<file path="src/rtl/gpio_switch_debounce.sv">
// Switch-bank conditioner: per-bit synchronizer and debounce counter producing a
// stable level, registered rise/fall/changed strobes and a wrapping event counter.
`timescale 1ns/1ps
module gpio_switch_debounce #(
  parameter int WIDTH           = 4,
  parameter int SYNC_STAGES     = 2,
  parameter int DEBOUNCE_CYCLES = 10000
) (
  input  logic             SYSTEMCLOCK,
  input  logic             RESET_N,
  input  logic [WIDTH-1:0] gpio_switch,
  output logic [WIDTH-1:0] switch_stable,
  output logic [WIDTH-1:0] switch_rise,
  output logic [WIDTH-1:0] switch_fall,
  output logic             switch_changed,
  output logic [7:0]       event_count
);

  localparam int               CNT_W    = $clog2(DEBOUNCE_CYCLES + 1);
  localparam logic [CNT_W-1:0] CNT_LAST = CNT_W'(DEBOUNCE_CYCLES - 1);
  localparam logic [CNT_W-1:0] CNT_ONE  = CNT_W'(1);

  logic [SYNC_STAGES-1:0][WIDTH-1:0] sync_r;
  logic [WIDTH-1:0]                  sync_s;
  logic [WIDTH-1:0][CNT_W-1:0]       cnt_r;
  logic [WIDTH-1:0][CNT_W-1:0]       cnt_nxt_s;
  logic [WIDTH-1:0]                  flip_s;
  logic [WIDTH-1:0]                  stable_r;
  logic [WIDTH-1:0]                  rise_r;
  logic [WIDTH-1:0]                  fall_r;
  logic                              changed_r;
  logic [7:0]                        event_count_r;

  assign sync_s = sync_r[SYNC_STAGES-1];

  // Synchronizer chain: stage 0 samples the raw asynchronous switch levels.
  always_ff @(posedge SYSTEMCLOCK or negedge RESET_N) begin
    if (!RESET_N) begin
      sync_r <= '0;
    end else begin
      sync_r[0] <= gpio_switch;
      for (int s = 1; s < SYNC_STAGES; s++) begin
        sync_r[s] <= sync_r[s-1];
      end
    end
  end

  // Debounce decision: count consecutive mismatches, flip the bit on the last one.
  always_comb begin
    flip_s    = '0;
    cnt_nxt_s = '0;
    for (int i = 0; i < WIDTH; i++) begin
      if (sync_s[i] == stable_r[i]) begin
        cnt_nxt_s[i] = '0;
      end else if (cnt_r[i] == CNT_LAST) begin
        flip_s[i]    = 1'b1;
        cnt_nxt_s[i] = '0;
      end else begin
        cnt_nxt_s[i] = cnt_r[i] + CNT_ONE;
      end
    end
  end

  // Per-bit debounce counters.
  always_ff @(posedge SYSTEMCLOCK or negedge RESET_N) begin
    if (!RESET_N) begin
      cnt_r <= '0;
    end else begin
      cnt_r <= cnt_nxt_s;
    end
  end

  // Stable level and strobes share one edge so consumers see them coherently.
  always_ff @(posedge SYSTEMCLOCK or negedge RESET_N) begin
    if (!RESET_N) begin
      stable_r  <= '0;
      rise_r    <= '0;
      fall_r    <= '0;
      changed_r <= 1'b0;
    end else begin
      stable_r  <= stable_r ^ flip_s;
      rise_r    <= flip_s & ~stable_r;
      fall_r    <= flip_s & stable_r;
      changed_r <= |flip_s;
    end
  end

  // Event counter: one increment per changed cycle, however many bits flipped.
  always_ff @(posedge SYSTEMCLOCK or negedge RESET_N) begin
    if (!RESET_N) begin
      event_count_r <= 8'h00;
    end else if (|flip_s) begin
      event_count_r <= event_count_r + 8'h01;
    end else begin
      event_count_r <= event_count_r;
    end
  end

  assign switch_stable  = stable_r;
  assign switch_rise    = rise_r;
  assign switch_fall    = fall_r;
  assign switch_changed = changed_r;
  assign event_count    = event_count_r;

endmodule

</file>
<file path="config.mk">
export PLATFORM = sky130hd
export DESIGN_NAME = gpio_switch_debounce
export DESIGN_NICKNAME = d
export VERILOG_FILES = /design/src/rtl/gpio_switch_debounce.sv
export SDC_FILE = /design/constraint.sdc
export NUM_CORES = 1
export LEC_CHECK = 0
export ABC_CLOCK_PERIOD_IN_PS = 2400
export CORE_MARGIN = 4
export CORE_UTILIZATION = 45
export DETAILED_ROUTE_END_ITERATION = 10
export DONT_BUFFER_PORTS = 1
export HOLD_SLACK_MARGIN = 0.06
export PLACE_DENSITY_LB_ADDON = 0.08
export SYNTH_ARGS = -nofsm -noshare
export SYNTH_HDL_FRONTEND = slang
export SYNTH_SLANG_ARGS = --single-unit
</file>
<file path="constraint.sdc">
create_clock -name SYSTEMCLOCK -period 2.4 [get_ports SYSTEMCLOCK]
set_input_delay 0.24 -clock SYSTEMCLOCK [delete_from_list [all_inputs] [get_ports SYSTEMCLOCK]]
set_output_delay 0.24 -clock SYSTEMCLOCK [all_outputs]
set_load 0.1 [all_outputs]
</file>
==> flow_metrics.py, run 1 <==
metrics = {
    "run_status": {
        "status": "completed",
    },
    "die": {
        "io_pins": 27,
        "die_h_um": 99.6,
        "core_um2": 8180,
        "start_util_pct": 46.2,
        "die_area_um2": 9930,
        "die_x_um": 99.6,
        "row_count": 33,
    },
    "clock_network": {
        "clockRootBuffer": "clkbuf_8",
        "ctsHtreeMaxLevel": 3,
        "insertion_delay_ns": 0.34,
        "clk_pin_slew_ns": 0.08,
        "cts_buffers": 9,
        "post_cts_buffers": 0,
        "clk_path_buf_depth": 2,
        "cts_tree": "yes",
        "cts_sinks": 85,
    },
    "synth": {
        "ys.flop_type": "dfrtp_1",
        "synth.area.mux_share_pct": 1.59,
        "synthTopCellsByArea": "dfrtp_1 56%, xor2_1 6.5%, xnor2_1 6.0%",
        "netlist_area_um2": 3780,
        "synth_top_family_by_area": "simple AND/OR/NAND/NOR gates",
        "synth_top_area_cell": "dfrtp_1",
        "synth-xor-area-share_pct": 12.5,
        "synth.yosys.seq_area_share_pct": 56.3,
        "synthSimpleGateAreaFrac_pct": 21.6,
        "syn_area_per_cell_um2": 11.1,
        "synth_common_cells": "85 x dfrtp_1, 54 x nor2_1, 28 x xor2_1, 26 x xnor2_1, 22 x nand2_1",
        "synth_top_area_share_pct": 56.3,
        "synth_compound_area_share_pct": 3.54,
        "syn_nets": 353,
        "synth_most_common_cell": "dfrtp_1",
        "synthArstFlopShare_pct": 100,
        "synth-edff-count": 0,
        "syn_inst": 339,
        "synth_cell_types": 36,
        "synth_seq_cells": 85,
        "ys_warn_count": 0,
        "synth_fa_ha_area_share_pct": 2.65,
    },
    "sta": {
        "fin_crit_sh_pct": 95.4,
        "tns_ns": 0,
        "clock.fmax_mhz": 437,
        "slew_viol_final": 0,
        "hold_viol": 0,
        "fin_ws_ns": 0.111,
        "slew_headroom_pct": 41.0,
        "min_period_ns": 2.29,
        "skew_ns": 0.00672,
        "finalSetupViolCount": 0,
        "tightest_slew_ns": 0.885,
        "grt_setup_unrepaired": "false",
    },
    "layout": {
        "n_antenna_cell": 0,
        "final_core_util_pct": 52.3,
        "nets": 382,
        "syn2layout_area_growth_pct": 13.2,
        "drive_above_1_share_pct": 12.4,
        "stdcell_count": 477,
    },
    "pwr": {
        "p_leak_nw": 1.93,
        "p_per_area_nw_per_um2": 591,
        "irDropWorstVdd_uv": 298,
    },
    "worst_hold_path": {
        "holdPathEnd": "sync_s[2]",
        "hold_class": "flip-flop to flip-flop",
        "hp-start": "sync_r[2]",
        "min_path_cells": 0,
    },
    "detailed_routing": {
        "drt_iter0_markers": 38,
        "num_vias": 2442,
        "firstDrtPassIters": 4,
        "drt_wl_total_um": 6560,
        "ant_nets": 0,
        "drc": 0,
        "wire_per_inst_um": 13.8,
        "vias_per_cell": 5.12,
    },
    "worst_setup_path": {
        "end_kind": "flip-flop",
        "cp_cell_sequence": "or4b_1 > or4_4 > o22ai_4 > nor2_2 > mux2_4",
        "critPathMaxFanout": 7,
        "path_buf_inv": 0,
        "path_class": "flip-flop to flip-flop",
        "crit_path_top_delay_cell": "or4_4",
        "reg2reg_to": "event_count[1]",
        "reg2reg_from": "cnt_r[7]",
        "cp_slowest_stage_delay_ns": 0.58,
        "startpoint_type": "flip-flop",
        "ff2ff_path_depth": 5,
        "critical_path_arrival_ns": 2.52,
        "crit_family": "simple AND/OR/NAND/NOR gates",
        "worst-endpoint-required_ns": 2.63,
        "r2r_slack_ns": 0.11,
    },
    "placement": {
        "gp_congestion": 0.800,
        "dp_slack_ns": 0.114,
        "numPortBuffers": 0,
        "place.detailed.hpwl_um": 4470,
        "placedCellCount": 456,
    },
    "global_route": {
        "grt_antenna_before_repair": 0,
        "grt_pass1_vias": 2420,
        "grt.overflow.total": 0,
        "grt.total_usage_pct": 14.4,
        "grt_pass1_wl_um": 11400,
        "grt_max_degree": 86,
    },
    "job": {
        "cap_violations": 0,
    },
}
## worst max-delay path by stage
stage | start | to | slack, ns | cells after the start
after floorplan | cnt_r[6] | event_count[1] | 0.12 | 6
after global placement | cnt_r[7] | event_count[1] | 0.13 | 5
after detailed placement | cnt_r[7] | event_count[1] | 0.11 | 5
after CTS | cnt_r[7] | event_count[1] | 0.11 | 5
after global routing | cnt_r[42] | event_count[1] | 0.03 | 6
final | cnt_r[7] | event_count[1] | 0.11 | 5
## area by class of cell
| cell class | instances | area (um2) |
|---|---|---|
| Clock buffer | 10 | 128 |
| Clock inverter | 5 | 52.6 |
| Fill cell | 726 | 3900 |
| Inverter | 7 | 26.3 |
| Multi-Input combinational cell | 240 | 1580 |
| Sequential cell | 85 | 2130 |
| Tap cell | 105 | 131 |
| Timing Repair Buffer | 25 | 233 |
## kinds of logic (layout without fill, tap and decap cells)
kind of cell / after synthesis / after routing
DFF: 85 / 85
xor gates and xnor gates: 54 / 54
buffers and inverters: 14 / 47
AOI/OAI and AO/OA: 18 / 18
adders and majority gates: 8 / 8
and+or+nand+nor: 155 / 155
muxes: 5 / 5
## layer usage
metal / track usage, % / wire [um] / vias to the layer above
met5: 0 / 0 / -
met4: 3.78 / 44 / 0
met3: 4.77 / 220 / 6
met2: 23.0 / 3090 / 22
met1: 19.0 / 3210 / 1206
li1: - / - / 1208
## where the power goes
| part | internal [mW] | switching [mW] | leakage [nW] |
|---|---|---|---|
| sequential | 1.45 | 0.0230 | 1.16 |
| combinational | 0.0373 | 0.0641 | 0.674 |
| clock | 0.470 | 0.482 | 0.0919 |
| total | 1.96 | 0.569 | 1.93 |
## what timing repair did
item / in CTS / in global routing
hold endpoints to repair: 89 / 0
hold buffers: 6 / 0
gates resized for setup: 0 / 0
endpoints found under the setup margin: 0 / 0
## flip-flops by register name, summed over array words and instances, names as in the netlist, named ones only
register / count
switch_fall: 4
sync_s: 4
switch_changed: 1
event_count: 8
switch_rise: 4
cnt_r: 56
sync_r: 4
## cell usage in the layout (no fill, tap or decap), drive strengths merged, types with 2 or more instances in the layout
cell         count
and4             4
and3             9
or4bb            2
ha               8
or4              5
and3b            2
dlygate4sd3      5
o22ai            2
dfrtp           85
xor2            28
nor3b            8
nor2            55
o21ai            7
nor3             5
clkbuf          10
nand4           13
mux2             5
or4b             2
clkinv           3
o2111ai          3
nand3           15
nand2           22
inv              7
or3              5
xnor2           26
buf             20
a21oi            5
and2             5
## per-stage QoR
stage	area [um2]	power [mW]	hold WS (ns)
after floorplan	3780	1.55	-0.0556
after global placement	4020	1.57	-0.0532
after detailed placement	4020	1.57	-0.0534
after CTS	4280	2.57	0.349
after global routing	4280	2.66	0.360
final	4280	2.53	0.348
Note: power is estimated with default switching activity, not from simulation.
==> run 2: changes to the inputs <==
--- a/config.mk
+++ b/config.mk
@@ -8,6 +8,7 @@
 export ABC_CLOCK_PERIOD_IN_PS = 2400
 export CORE_MARGIN = 4
 export CORE_UTILIZATION = 45
+export CTS_BUF_LIST = sky130_fd_sc_hd__clkbuf_16
 export DETAILED_ROUTE_END_ITERATION = 10
 export DONT_BUFFER_PORTS = 1
 export HOLD_SLACK_MARGIN = 0.06
==> run 2 against run 1 <==
Compared with the run above:
- clock skew is 0.0012 ns lower
- count of clock-buffer cells in the layout fell by 1
- power up 14%
- utilization is 1.2 points higher
- worst setup slack better by 0.0024 ns
- clock power up 38%
- worst hold slack worse by 0.0023 ns
- highest routed layer unchanged
==> flow_metrics.py, run 2 (same netlist as run 1, synthesis figures left out) <==
metrics = {
    "placement": {
        "gp_congestion": 0.800,
        "dpl_cell_area_um2": 4020,
        "place.detailed.hpwl_um": 4470,
        "numPortBuffers": 0,
    },
    "worst_setup_path": {
        "path_class": "flip-flop to flip-flop",
        "r2r_slack_ns": 0.11,
        "reg2reg_from": "cnt_r[7]",
        "worst-endpoint-required_ns": 2.61,
        "reg2reg_to": "event_count[1]",
        "end_kind": "flip-flop",
        "ff2ff_path_depth": 5,
        "startpoint_type": "flip-flop",
        "crit_end": "event_count[1]",
        "startpoint": "cnt_r[7]",
        "critical_path_arrival_ns": 2.49,
        "critPathMaxFanout": 7,
    },
    "clock_network": {
        "clockRootBuffer": "clkbuf_16",
        "cts_tree": "yes",
        "ctsHoldBuffers": 6,
        "clk_path_buf_depth": 2,
        "cts_sinks": 85,
        "insertion_delay_ns": 0.32,
        "cts_buffers": 9,
        "cts_resized": 0,
        "clk_pin_slew_ns": 0.06,
        "ctsHtreeMaxLevel": 3,
        "post_cts_buffers": 0,
    },
    "layout": {
        "largest_reg_flops": 56,
        "fin_area_um2": 4380,
        "layout_common_cells": "85 x dfrtp_1, 54 x nor2_1, 28 x xor2_1",
        "syn2layout_area_growth_pct": 15.9,
        "top_register": "cnt_r",
        "n_antenna_cell": 0,
        "nets": 382,
        "drive_above_1_share_pct": 12.4,
        "final_common_cell": "dfrtp_1",
    },
    "sta": {
        "grt_setup_unrepaired": "false",
        "slew_headroom_pct": 40.8,
        "skew_ns": 0.00554,
        "tightest_slew_ns": 0.888,
        "tns_ns": 0,
        "min_period_ns": 2.29,
        "hold_viol": 0,
        "slew_viol_final": 0,
        "fin_crit_sh_pct": 95.3,
        "clock.fmax_mhz": 437,
        "finalSetupViolCount": 0,
    },
    "detailed_routing": {
        "ant_nets": 0,
        "drt_wl_total_um": 6550,
        "vias_per_cell": 5.09,
        "firstDrtPassIters": 4,
        "drc": 0,
        "num_vias": 2429,
        "wire_per_inst_um": 13.7,
        "drt_iter0_markers": 49,
    },
    "pwr": {
        "p_leak_nw": 1.98,
        "p_per_area_nw_per_um2": 659,
        "irDropWorstVdd_uv": 398,
    },
    "worst_hold_path": {
        "hold_class": "flip-flop to flip-flop",
    },
    "die": {
        "die_h_um": 99.6,
        "start_util_pct": 46.2,
        "row_count": 33,
        "die_x_um": 99.6,
        "die_area_um2": 9930,
        "core_um2": 8180,
        "io_pins": 27,
    },
    "global_route": {
        "grt.overflow.total": 0,
        "grt.total_usage_pct": 14.4,
        "grt_antenna_before_repair": 0,
        "grt_max_degree": 86,
        "grt_pass1_wl_um": 11400,
        "grt_pass1_vias": 2417,
    },
    "job": {
        "cap_violations": 0,
    },
    "run_status": {
        "status": "completed",
    },
}
-- run 2: changes by cell type in the layout (fill, tap and decap cells not counted) --
cell       previous run  this run
clkbuf_16             0         9
clkbuf_8              9         0
clkbuf_1              1         0
inv_1                 7         8
-- run 2: area by class of cell --
class | count | area (um2)
clock inverter | 6 | 56.3
sequential | 85 | 2130
multi-input combinational | 240 | 1580
tap | 105 | 131
clock buffer | 9 | 225
inverter | 7 | 26.3
timing repair buffer | 25 | 233
fill | 723 | 3790
-- run 2: how the worst min path moves through the flow --
stage	start	end	depth (start not counted)
floorplan	RESET_N	asynchronous set/reset pin	0
global placement	RESET_N	cnt_r[30]	0
detailed placement	RESET_N	cnt_r[31]	0
CTS	sync_r[2]	sync_s[2]	0
global route	sync_r[2]	sync_s[2]	0
finish	sync_r[2]	sync_s[2]	0
-- run 2: layer usage --
metal | track usage (%) | vias up | part of all wire, %
met1 | 19.1 | 1177 | 49
met4 | 5.25 | 0 | 1.6
met5 | 0 | - | 0
met2 | 22.9 | 27 | 47
met3 | 4.00 | 14 | 3.2
li1 | - | 1211 | -
-- run 2: worst max-delay path, cell delays in order, from the launching register on --
cell and delay, ns:
dfrtp_1 0.41, or4b_1 0.51, or4_4 0.58, o22ai_4 0.27, nor2_2 0.10, mux2_4 0.30
-- run 2: power by group --
part / internal, mW / switching [mW] / leakage (nW) / total [mW]
Clock: 0.790 / 0.518 / 0.142 / 1.31
Combinational: 0.0372 / 0.0638 / 0.674 / 0.101
Sequential: 1.46 / 0.0228 / 1.16 / 1.48
Total: 2.28 / 0.604 / 1.98 / 2.89
-- run 2: metrics by stage --
| stage | total power, mW | util (%) | setup WS, ns | hold slack [ns] | std cells |
|---|---|---|---|---|---|
| after floorplan | 1.55 | - | 0.118 | -0.0556 | 339 |
| after global placement | 1.57 | 49.2 | 0.133 | -0.0532 | 456 |
| after detailed placement | 1.57 | 49.2 | 0.114 | -0.0534 | 456 |
| after CTS | 2.94 | 53.6 | 0.110 | 0.348 | 477 |
| after global routing | 3.02 | 53.6 | 0.0406 | 0.359 | 477 |
| final | 2.89 | 53.6 | 0.114 | 0.345 | 477 |
==> run 3: changes to the inputs <==
--- a/config.mk
+++ b/config.mk
@@ -5,7 +5,7 @@
 export SDC_FILE = /design/constraint.sdc
 export NUM_CORES = 1
 export LEC_CHECK = 0
-export ABC_CLOCK_PERIOD_IN_PS = 2400
+export ABC_CLOCK_PERIOD_IN_PS = 2340
 export CORE_MARGIN = 4
 export CORE_UTILIZATION = 45
 export CTS_BUF_LIST = sky130_fd_sc_hd__clkbuf_16
==> constraint.sdc (replaced) <==
create_clock -name SYSTEMCLOCK -period 2.34 [get_ports SYSTEMCLOCK]
set_input_delay 0.234 -clock SYSTEMCLOCK [delete_from_list [all_inputs] [get_ports SYSTEMCLOCK]]
set_output_delay 0.234 -clock SYSTEMCLOCK [all_outputs]
set_load 0.1 [all_outputs]
==> run 3 against run 2 <==
Compared with the run above:
- routed wire length is 3.6% higher
- worst hold slack gained 0.0025 ns
- die area unchanged
- first-iteration DRC count grew 33%
- sequential share of layout area fell by 0.51 points
- worst setup slack worse by 0.039 ns
- highest routed layer unchanged
- final cell count is 2.1% higher
- utilization up 0.57 points
- critical path type unchanged
- sequential power up 3%
==> flow_metrics.py, run 3 (same netlist as run 1, synthesis figures left out) <==
metrics = {
    "worst_setup_path": {
        "critPathMaxFanout": 7,
        "ff2ff_path_depth": 5,
        "worst-endpoint-required_ns": 2.55,
        "end_kind": "flip-flop",
        "critical_path_arrival_ns": 2.47,
        "startpoint_type": "flip-flop",
        "reg2reg_to": "event_count[1]",
        "r2r_slack_ns": 0.07,
        "path_class": "flip-flop to flip-flop",
        "reg2reg_from": "cnt_r[6]",
    },
    "layout": {
        "fillCellCount": 734,
        "largest_reg_flops": 56,
        "stdcell_count": 487,
        "nets": 391,
        "drive_above_1_share_pct": 14.4,
        "syn2layout_area_growth_pct": 17.2,
        "final_common_cell": "dfrtp_1",
        "multi_input_area_um2": 1580,
        "top_register": "cnt_r",
        "fin_area_um2": 4430,
        "regArea_um2": 2130,
        "layout_common_cells": "85 x dfrtp_1, 54 x nor2_1, 28 x xor2_1",
        "n_antenna_cell": 0,
    },
    "worst_hold_path": {
        "hold_class": "flip-flop to flip-flop",
        "hp-start": "sync_r[1]",
        "min_path_cells": 0,
        "holdPathEnd": "sync_s[1]",
    },
    "job": {
        "cap_violations": 0,
    },
    "global_route": {
        "grt_antenna_before_repair": 0,
        "grt.total_usage_pct": 15.0,
        "grt_pass1_vias": 2572,
        "grt_pass1_wl_um": 12000,
        "grt.overflow.total": 0,
        "grt_max_degree": 86,
    },
    "detailed_routing": {
        "firstDrtPassIters": 4,
        "num_vias": 2479,
        "vias_per_cell": 5.09,
        "drt_wl_total_um": 6780,
        "drt_iter0_markers": 65,
        "wire_per_inst_um": 13.9,
        "ant_nets": 0,
        "drc": 0,
    },
    "run_status": {
        "status": "completed",
    },
    "sta": {
        "tns_ns": 0,
        "fin_crit_sh_pct": 96.8,
        "slew_viol_final": 0,
        "tightest_slew_ns": 0.897,
        "slew_headroom_pct": 40.2,
        "min_period_ns": 2.27,
        "grt_setup_unrepaired": "false",
        "hold_viol": 0,
        "clock.fmax_mhz": 442,
        "skew_ns": 0.00629,
        "finalSetupViolCount": 0,
    },
    "die": {
        "core_um2": 8180,
        "die_area_um2": 9930,
        "die_h_um": 99.6,
        "io_pins": 27,
        "start_util_pct": 46.2,
        "row_count": 33,
        "die_x_um": 99.6,
    },
    "placement": {
        "dpl_cell_area_um2": 4090,
        "gp_congestion": 0.769,
        "placedCellCount": 465,
        "numPortBuffers": 0,
        "place.detailed.hpwl_um": 4630,
    },
    "clock_network": {
        "cts_resized": 0,
        "insertion_delay_ns": 0.33,
        "cts_sinks": 85,
        "ctsHtreeMaxLevel": 3,
        "clk_pin_slew_ns": 0.06,
        "cts_buffers": 9,
        "cts_tree": "yes",
        "clk_path_buf_depth": 2,
        "clockRootBuffer": "clkbuf_16",
    },
    "pwr": {
        "irDropWorstVdd_uv": 349,
        "p_leak_nw": 2.02,
        "p_per_area_nw_per_um2": 648,
    },
}
## run 3: what timing repair did
item / CTS / global route
buffers inserted: 0 / 0
setup endpoints to repair: 0 / 1
hold buffers: 6 / 0
endpoints found under the hold margin: 89 / 0
## run 3: cell type report
| class | count | area share [%] |
|---|---|---|
| inverters | 7 | 0.594 |
| multi-input cells | 240 | 35.7 |
| clock buffers | 9 | 5.09 |
| well taps | 105 | 2.97 |
| flip-flops and latches | 85 | 48.0 |
| repair buffers | 34 | 6.78 |
| clock inverters | 7 | 0.791 |
## run 3: how the worst max path moves through the flow
stage                          from        endpoint  slack [ns]
final                      cnt_r[6]  event_count[1]        0.07
after global routing      cnt_r[49]  event_count[1]       0.003
after CTS                  cnt_r[6]  event_count[1]        0.03
after detailed placement   cnt_r[6]  event_count[1]        0.06
after global placement     cnt_r[6]  event_count[1]        0.11
after floorplan            cnt_r[6]  event_count[1]        0.06
## run 3: report_power, final
group | internal (mW) | total [mW] | switching [mW]
Sequential | 1.49 | 1.52 | 0.0226
Clock | 0.703 | 1.24 | 0.541
Combinational | 0.0414 | 0.108 | 0.0664
Total | 2.24 | 2.87 | 0.630
## run 3: routing by layer
layer	track usage, %	up-vias	wire [um]
met3	4.00	6	192
li1	-	1240	-
met2	23.8	17	3240
met1	20.0	1216	3290
met5	0	-	0
met4	5.04	0	55
## run 3: critical path, cell delays in order, from the launching register on
cell and delay (ns):
dfrtp_1 0.38, or4b_1 0.54, or4_4 0.58, o22ai_4 0.24, nor2_2 0.10, mux2_4 0.30
## run 3: stage by stage
step                hold WS (ns)  worst slack [ns]  util (%)  power [mW]
CTS                        0.348            0.0263      54.1        2.91
detailed placement       -0.0594            0.0563      50.0        1.61
global route               0.364           0.00269      54.1        3.01
finish                     0.348            0.0750      54.1        2.87
floorplan                -0.0616            0.0575         -        1.59
global placement         -0.0593             0.105      50.0        1.61
